--- src/rtl/cache_line_mem_master.sv ---
// Line-level memory master: optional dirty writeback, then optional fill.
// Ports: fill_req/wb_req command in, mem_* word bus out, busy/done/fill_line status.
module cache_line_mem_master #(
   parameter int WORDS_PER_LINE = 4,
   parameter int ADDR_W         = 32
) (
   input  logic                         clk,
   input  logic                         rst_n,
   input  logic                         fill_req,
   input  logic                         wb_req,
   input  logic [ADDR_W-1:0]            fill_addr,
   input  logic [ADDR_W-1:0]            wb_addr,
   input  logic [32*WORDS_PER_LINE-1:0] wb_line,
   output logic                         busy,
   output logic                         done,
   output logic [32*WORDS_PER_LINE-1:0] fill_line,
   output logic                         mem_read,
   output logic                         mem_write,
   output logic [ADDR_W-1:0]            mem_addr,
   output logic [31:0]                  mem_wdata,
   input  logic [31:0]                  mem_rdata,
   input  logic                         mem_ready
);

   localparam int OFS = $clog2(4*WORDS_PER_LINE);
   localparam int IW  = $clog2(WORDS_PER_LINE);
   localparam int LW  = 32*WORDS_PER_LINE;

   typedef enum logic [2:0] {
      IDLE,
      WB_ISSUE,
      WB_WAIT,
      RD_ISSUE,
      RD_WAIT,
      DONE
   } state_t;

   state_t              r_state;
   logic [IW-1:0]       r_idx;
   logic [ADDR_W-1:0]   r_wb_base;
   logic [ADDR_W-1:0]   r_fill_base;
   logic                r_fill_pend;
   logic [LW-1:0]       r_wb_line;
   logic [LW-1:0]       r_fill_line;
   logic [ADDR_W-1:0]   r_mem_addr;
   logic [31:0]         r_mem_wdata;

   logic [IW-1:0]       w_idx_nx;
   logic                w_last;
   logic [ADDR_W-1:0]   w_wb_base;
   logic [ADDR_W-1:0]   w_fill_base;
   logic [ADDR_W-1:0]   w_ofs_nx;
   logic [IW+4:0]       w_sel_cur;
   logic [IW+4:0]       w_sel_nx;
   logic                w_unused_ofs;

   assign w_idx_nx    = r_idx + 1'b1;
   assign w_last      = (r_idx == IW'(WORDS_PER_LINE-1));
   assign w_wb_base   = {wb_addr[ADDR_W-1:OFS], {OFS{1'b0}}};
   assign w_fill_base = {fill_addr[ADDR_W-1:OFS], {OFS{1'b0}}};
   assign w_ofs_nx    = ADDR_W'({w_idx_nx, 2'b00});
   assign w_sel_cur   = {r_idx, 5'b00000};
   assign w_sel_nx    = {w_idx_nx, 5'b00000};
   // Line-offset address bits are deliberately discarded.
   assign w_unused_ofs = ^{wb_addr[OFS-1:0], fill_addr[OFS-1:0]};

   // Strobes and status decode straight from the state register.
   assign busy      = (r_state != IDLE);
   assign done      = (r_state == DONE);
   assign mem_write = (r_state == WB_ISSUE);
   assign mem_read  = (r_state == RD_ISSUE);
   assign mem_addr  = r_mem_addr;
   assign mem_wdata = r_mem_wdata;
   assign fill_line = r_fill_line;

   always_ff @(posedge clk or negedge rst_n) begin
      if (!rst_n) begin
         r_state     <= IDLE;
         r_idx       <= '0;
         r_wb_base   <= '0;
         r_fill_base <= '0;
         r_fill_pend <= 1'b0;
         r_wb_line   <= '0;
         r_fill_line <= '0;
         r_mem_addr  <= '0;
         r_mem_wdata <= '0;
      end else begin
         unique case (r_state)
            IDLE: begin
               r_idx <= '0;
               if (wb_req) begin
                  r_state     <= WB_ISSUE;
                  r_wb_line   <= wb_line;
                  r_wb_base   <= w_wb_base;
                  r_fill_pend <= fill_req;
                  r_fill_base <= w_fill_base;
                  r_mem_addr  <= w_wb_base;
                  r_mem_wdata <= wb_line[31:0];
                  if (fill_req)
                     r_fill_line <= '0;
               end else if (fill_req) begin
                  r_state     <= RD_ISSUE;
                  r_fill_pend <= 1'b0;
                  r_fill_base <= w_fill_base;
                  r_mem_addr  <= w_fill_base;
                  r_fill_line <= '0;
               end
            end
            WB_ISSUE: r_state <= WB_WAIT;
            WB_WAIT: begin
               if (mem_ready) begin
                  if (w_last) begin
                     r_idx <= '0;
                     if (r_fill_pend) begin
                        r_state    <= RD_ISSUE;
                        r_mem_addr <= r_fill_base;
                     end else begin
                        r_state <= DONE;
                     end
                  end else begin
                     r_idx       <= w_idx_nx;
                     r_mem_addr  <= r_wb_base + w_ofs_nx;
                     r_mem_wdata <= r_wb_line[w_sel_nx +: 32];
                     r_state     <= WB_ISSUE;
                  end
               end
            end
            RD_ISSUE: r_state <= RD_WAIT;
            RD_WAIT: begin
               if (mem_ready) begin
                  r_fill_line[w_sel_cur +: 32] <= mem_rdata;
                  if (w_last) begin
                     r_idx   <= '0;
                     r_state <= DONE;
                  end else begin
                     r_idx      <= w_idx_nx;
                     r_mem_addr <= r_fill_base + w_ofs_nx;
                     r_state    <= RD_ISSUE;
                  end
               end
            end
            DONE: begin
               r_fill_pend <= 1'b0;
               r_state     <= IDLE;
            end
            default: r_state <= IDLE;
         endcase
      end
   end

endmodule

--- config.mk ---
export PLATFORM = sky130hd
export DESIGN_NAME = cache_line_mem_master
export DESIGN_NICKNAME = d
export VERILOG_FILES = /design/src/rtl/cache_line_mem_master.sv
export SDC_FILE = /design/constraint.sdc
export NUM_CORES = 1
export LEC_CHECK = 0
export ABC_AREA = 0
export CAP_MARGIN = 15
export CELL_PAD_IN_SITES_DETAIL_PLACEMENT = 0
export CELL_PAD_IN_SITES_GLOBAL_PLACEMENT = 1
export CORE_MARGIN = 5
export CORE_UTILIZATION = 39
export DETAILED_ROUTE_END_ITERATION = 10
export GPL_TIMING_DRIVEN = 1
export PLACE_DENSITY_LB_ADDON = 0.1
export SETUP_SLACK_MARGIN = 0.05
export SYNTH_ARGS = -nofsm -noshare
export SYNTH_HDL_FRONTEND = slang
export SYNTH_SLANG_ARGS = --single-unit
--- constraint.sdc ---
create_clock -name clk -period 2.9 [get_ports clk]
set_clock_uncertainty 0.15 [all_clocks]
set_input_delay 0.58 -clock clk [delete_from_list [all_inputs] [get_ports clk]]
set_output_delay 0.58 -clock clk [all_outputs]
set_load 0.005 [all_outputs]
==> results.cfg <==
[floorplanning]
effective_utilization_at_floorplan_pct = 39.6
dieHeight_um = 217
die_x_um = 217
core_um2 = 42100
dieArea_um2 = 47000
ios = 425
placement_rows = 75

[global_routing]
grt_util_met1_pct = 26.8
first_global_vias = 12390
most_crowded_layer_gr = met2
grt_start_max_net_pins = 73
grt_first_pass_wirelength_um = 75000
globalRouteMet3Util_pct = 5.50
globalRouteTotalUtil_pct = 20.2
grt-ovfl-total = 0
met2_usage_pct = 32.4
initial_antenna_violation_count = 10

[critical_path]
critical_path.startpoint_type = flip-flop
crit_path_cell_trace = or3_4 > clkdlybuf4s50_1
worstPathArrival_ns = 2.04
worstSetupEndpointType = output pin
crit-reg2reg-launch = r_idx[0]
criticalPathCategory = reg -> out
cp_data_required_time_ns = 2.17
critical-path-slowest-cell = sky130_fd_sc_hd__clkdlybuf4s50_1
worst_r2r_path_depth = 7
critPathMaxFanout = 8
critical-path-max-stage-delay_ns = 0.53
ff2ff_setup_slack_ns = 0.49
worst_r2r_endpoint = fill_line[89]

[clock_tree]
master_cell_of_the_clock_root_buffer = sky130_fd_sc_hd__clkbuf_16
clkSlewWorstSetupHoldPaths_ns = 0.06
cts.sinks = 380
cts_inserted_buffers = 43
clock_insertion_delay_worst_skew_ns = 0.55
buffers_from_clock_root_to_sink_at_most = 3
tritoncts = built
ctsHtreeMaxLevel = 2

[drt]
route.final.wire_length_um = 48100
via_count = 11617
detailedRoute.firstIterationViolations = 789
post-route-drc-count = 0
post_drt_wl_per_cell_um = 21.4
via_per_inst = 5.17
number_of_detailed_routing_iterations_run_before_antenna_repair = 6
drtAntennaViolNets = 0

[power]
post-layout-total-power_mw = 22.0
power.combinational.fraction_pct = 38.3
leak_pwr_nw = 9.44
clock_share_of_power_pct = 24.6
power-per-cell-area_nw_per_um2 = 963
p_int_mw = 15.0
power_switching_mw = 6.99
power_switching_share_pct = 31.7
power_frac_seq_pct = 37.1
max_rail_drop_vdd_mv = 0.558

[layout]
final_instance_area_um2 = 22900
final_cell_mix = sky130_fd_sc_hd__clkdlybuf4s50_1, sky130_fd_sc_hd__dfrtp_1, sky130_fd_sc_hd__nand2_1
layout-area-overhead-vs-synth_pct = 37.2
final_common_cell = sky130_fd_sc_hd__clkdlybuf4s50_1
post_route_cells_drive_above_1_share_pct = 13.9
finish.net_count = 1907
number_of_filler_cells_placed_in_the_layout = 3586

[logic_synthesis]
synth_register_bits = 380
yosys_most_used_dff = sky130_fd_sc_hd__dfrtp_1
synthesis.area_per_instance_um2 = 13.1
yosysUniqueCellTypes = 44
yosysWarningCount = 0
synth_enable_flop_cells = 0
synth.yosys.seq_area_share_pct = 57.0
synthesis.instances = 1272
synth.cell_area_um2 = 16700
async_reset_ff_share_pct = 100

[timing]
fmaxAchievable_mhz = 361
worst_slack_setup_final_ns = 0.129
setup_viol = 0
slew_violations = 0
finalHoldViolations = 0
period_minus_slack_ns = 2.77
fin_setup_tns_ns = 0
max_slew_margin_pct = 56.7
post-route-period-util_pct = 95.6
worst-slew-pin-transition_ns = 0.649
holdWs_ns = 0.324
rsz_0062_raised_after_global_routing = false

[placement]
placed_area_um2 = 21400
io_buffers = 414
hpwl_um = 32600
routabilityCongestion = 0.783
post-place-ws_ns = 0.152

[worst_hold_path]
hold_path_startpoint = mem_wdata[7]
hold_class = reg -> reg
hold_depth = 2
min_delay_worst_endpoint = mem_wdata[7]

[job]
drv_cap = 0

[status]
status = finished, final reports clean
[kinds of logic (layout without fill, tap and decap cells)]
group,Yosys count,count (layout),share of synthesized area [%]
multiplexers,334,334,24.0
AND/OR/NAND/NOR,232,232,5.90
flip-flops,380,380,57.0
adder cells (fa/ha/maj),6,6,0.450
buffers and inverters,106,533,3.92
other,1,8,0.0225
AO/OA/AOI/OAI,213,213,8.68
[power by group through the flow]
| stage | clock network [mW] | logic, mW | registers, mW |
|---|---|---|---|
| floorplan | 0 | 5.63 | 8.00 |
| global placement | 0 | 8.48 | 8.17 |
| detailed placement | 0 | 8.60 | 8.25 |
| CTS | 5.60 | 8.63 | 8.18 |
| global route | 5.80 | 9.24 | 8.42 |
| finish | 5.42 | 8.43 | 8.17 |
[cell type report]
type                    instances  area, um^2  area share [%]
diodes                          6        15.0          0.0656
clock buffers                  63        1290            5.65
clock inverters                10         109           0.476
inverters                       7        26.3           0.115
multi-input cells             787        6590            28.8
flip-flops and latches        380        9510            41.6
well taps                     539         674            2.95
repair buffers                453        4670            20.4
[Yosys cell counts, types with 2 or more instances]
| cell | number | share of area (%) |
|---|---|---|
| sky130_fd_sc_hd__and3_1 | 4 | 0.15 |
| sky130_fd_sc_hd__o221ai_1 | 28 | 1.5 |
| sky130_fd_sc_hd__nand3b_1 | 2 | 0.090 |
| sky130_fd_sc_hd__buf_4 | 17 | 0.77 |
| sky130_fd_sc_hd__and4_1 | 2 | 0.11 |
| sky130_fd_sc_hd__mux2_1 | 130 | 8.8 |
| sky130_fd_sc_hd__clkbuf_1 | 40 | 0.90 |
| sky130_fd_sc_hd__dfrtp_1 | 380 | 57 |
| sky130_fd_sc_hd__buf_6 | 4 | 0.27 |
| sky130_fd_sc_hd__mux2_2 | 82 | 5.5 |
| sky130_fd_sc_hd__nor2b_1 | 5 | 0.19 |
| sky130_fd_sc_hd__mux4_2 | 32 | 4.3 |
| sky130_fd_sc_hd__o21ai_1 | 38 | 1.1 |
| sky130_fd_sc_hd__a211o_1 | 2 | 0.11 |
| sky130_fd_sc_hd__nand2_1 | 193 | 4.3 |
| sky130_fd_sc_hd__nor3_1 | 2 | 0.060 |
| sky130_fd_sc_hd__nor2_8 | 2 | 0.24 |
| sky130_fd_sc_hd__nand4_1 | 2 | 0.075 |
| sky130_fd_sc_hd__nand2b_1 | 4 | 0.15 |
| sky130_fd_sc_hd__nor2_1 | 10 | 0.23 |
| sky130_fd_sc_hd__mux2i_1 | 90 | 5.4 |
| sky130_fd_sc_hd__o21ai_0 | 65 | 2.0 |
| sky130_fd_sc_hd__inv_1 | 7 | 0.16 |
| sky130_fd_sc_hd__a22o_1 | 64 | 3.4 |
| sky130_fd_sc_hd__a21oi_1 | 7 | 0.21 |
| sky130_fd_sc_hd__buf_2 | 27 | 0.81 |
| sky130_fd_sc_hd__ha_1 | 6 | 0.45 |
| sky130_fd_sc_hd__or3_1 | 2 | 0.075 |
| sky130_fd_sc_hd__buf_8 | 10 | 0.90 |
[timing repair]
action	CTS	global route
gates cloned	0	0
resized for setup	1	1
buffers inserted	0	0
setup endpoints to repair	1	1
hold buffers	1	0
endpoints found under the hold margin	62	0
[routing by layer]
metal | part of all wire (%) | routed length [um]
met1 | 43 | 20800
met2 | 47 | 22500
met3 | 6.9 | 3320
met5 | 0.14 | 68
met4 | 2.9 | 1420
[worst max-delay path, delay by kind of cell, from the launching register on]
family / cells / cell delay, ns
buf+inv: 1 / 0.53
flops: 1 / 0.46
simple gates: 1 / 0.50
[sequential cells by signal (all words and copies together) (netlist names)]
register,flops
r_wb_base,28
r_idx,2
fill_line,128
r_state,3
r_fill_base,28
r_wb_line,128
r_fill_pend,1
mem_wdata,32
mem_addr,30
[worst max-delay path by stage]
| stage | startpoint | endpoint | slack, ns |
|---|---|---|---|
| final | r_state[2] | busy | 0.13 |
| after floorplan | r_idx[0] | mem_wdata[23] | 0.58 |
| after detailed placement | fill_req | fill_line[103] | 0.15 |
| after CTS | r_state[2] | busy | 0.1 |
| after global placement | fill_req | fill_line[103] | 0.20 |
| after global routing | r_state[2] | busy | 0.06 |
[metrics by stage]
| step | std cells | utilization, % |
|---|---|---|
| global placement | 2165 | 50.9 |
| detailed placement | 2165 | 50.9 |
| finish | 2245 | 54.3 |
| floorplan | 1273 | - |
| global route | 2243 | 54.3 |
| CTS | 2239 | 54.3 |
Note: power is estimated with default switching activity, not from simulation.
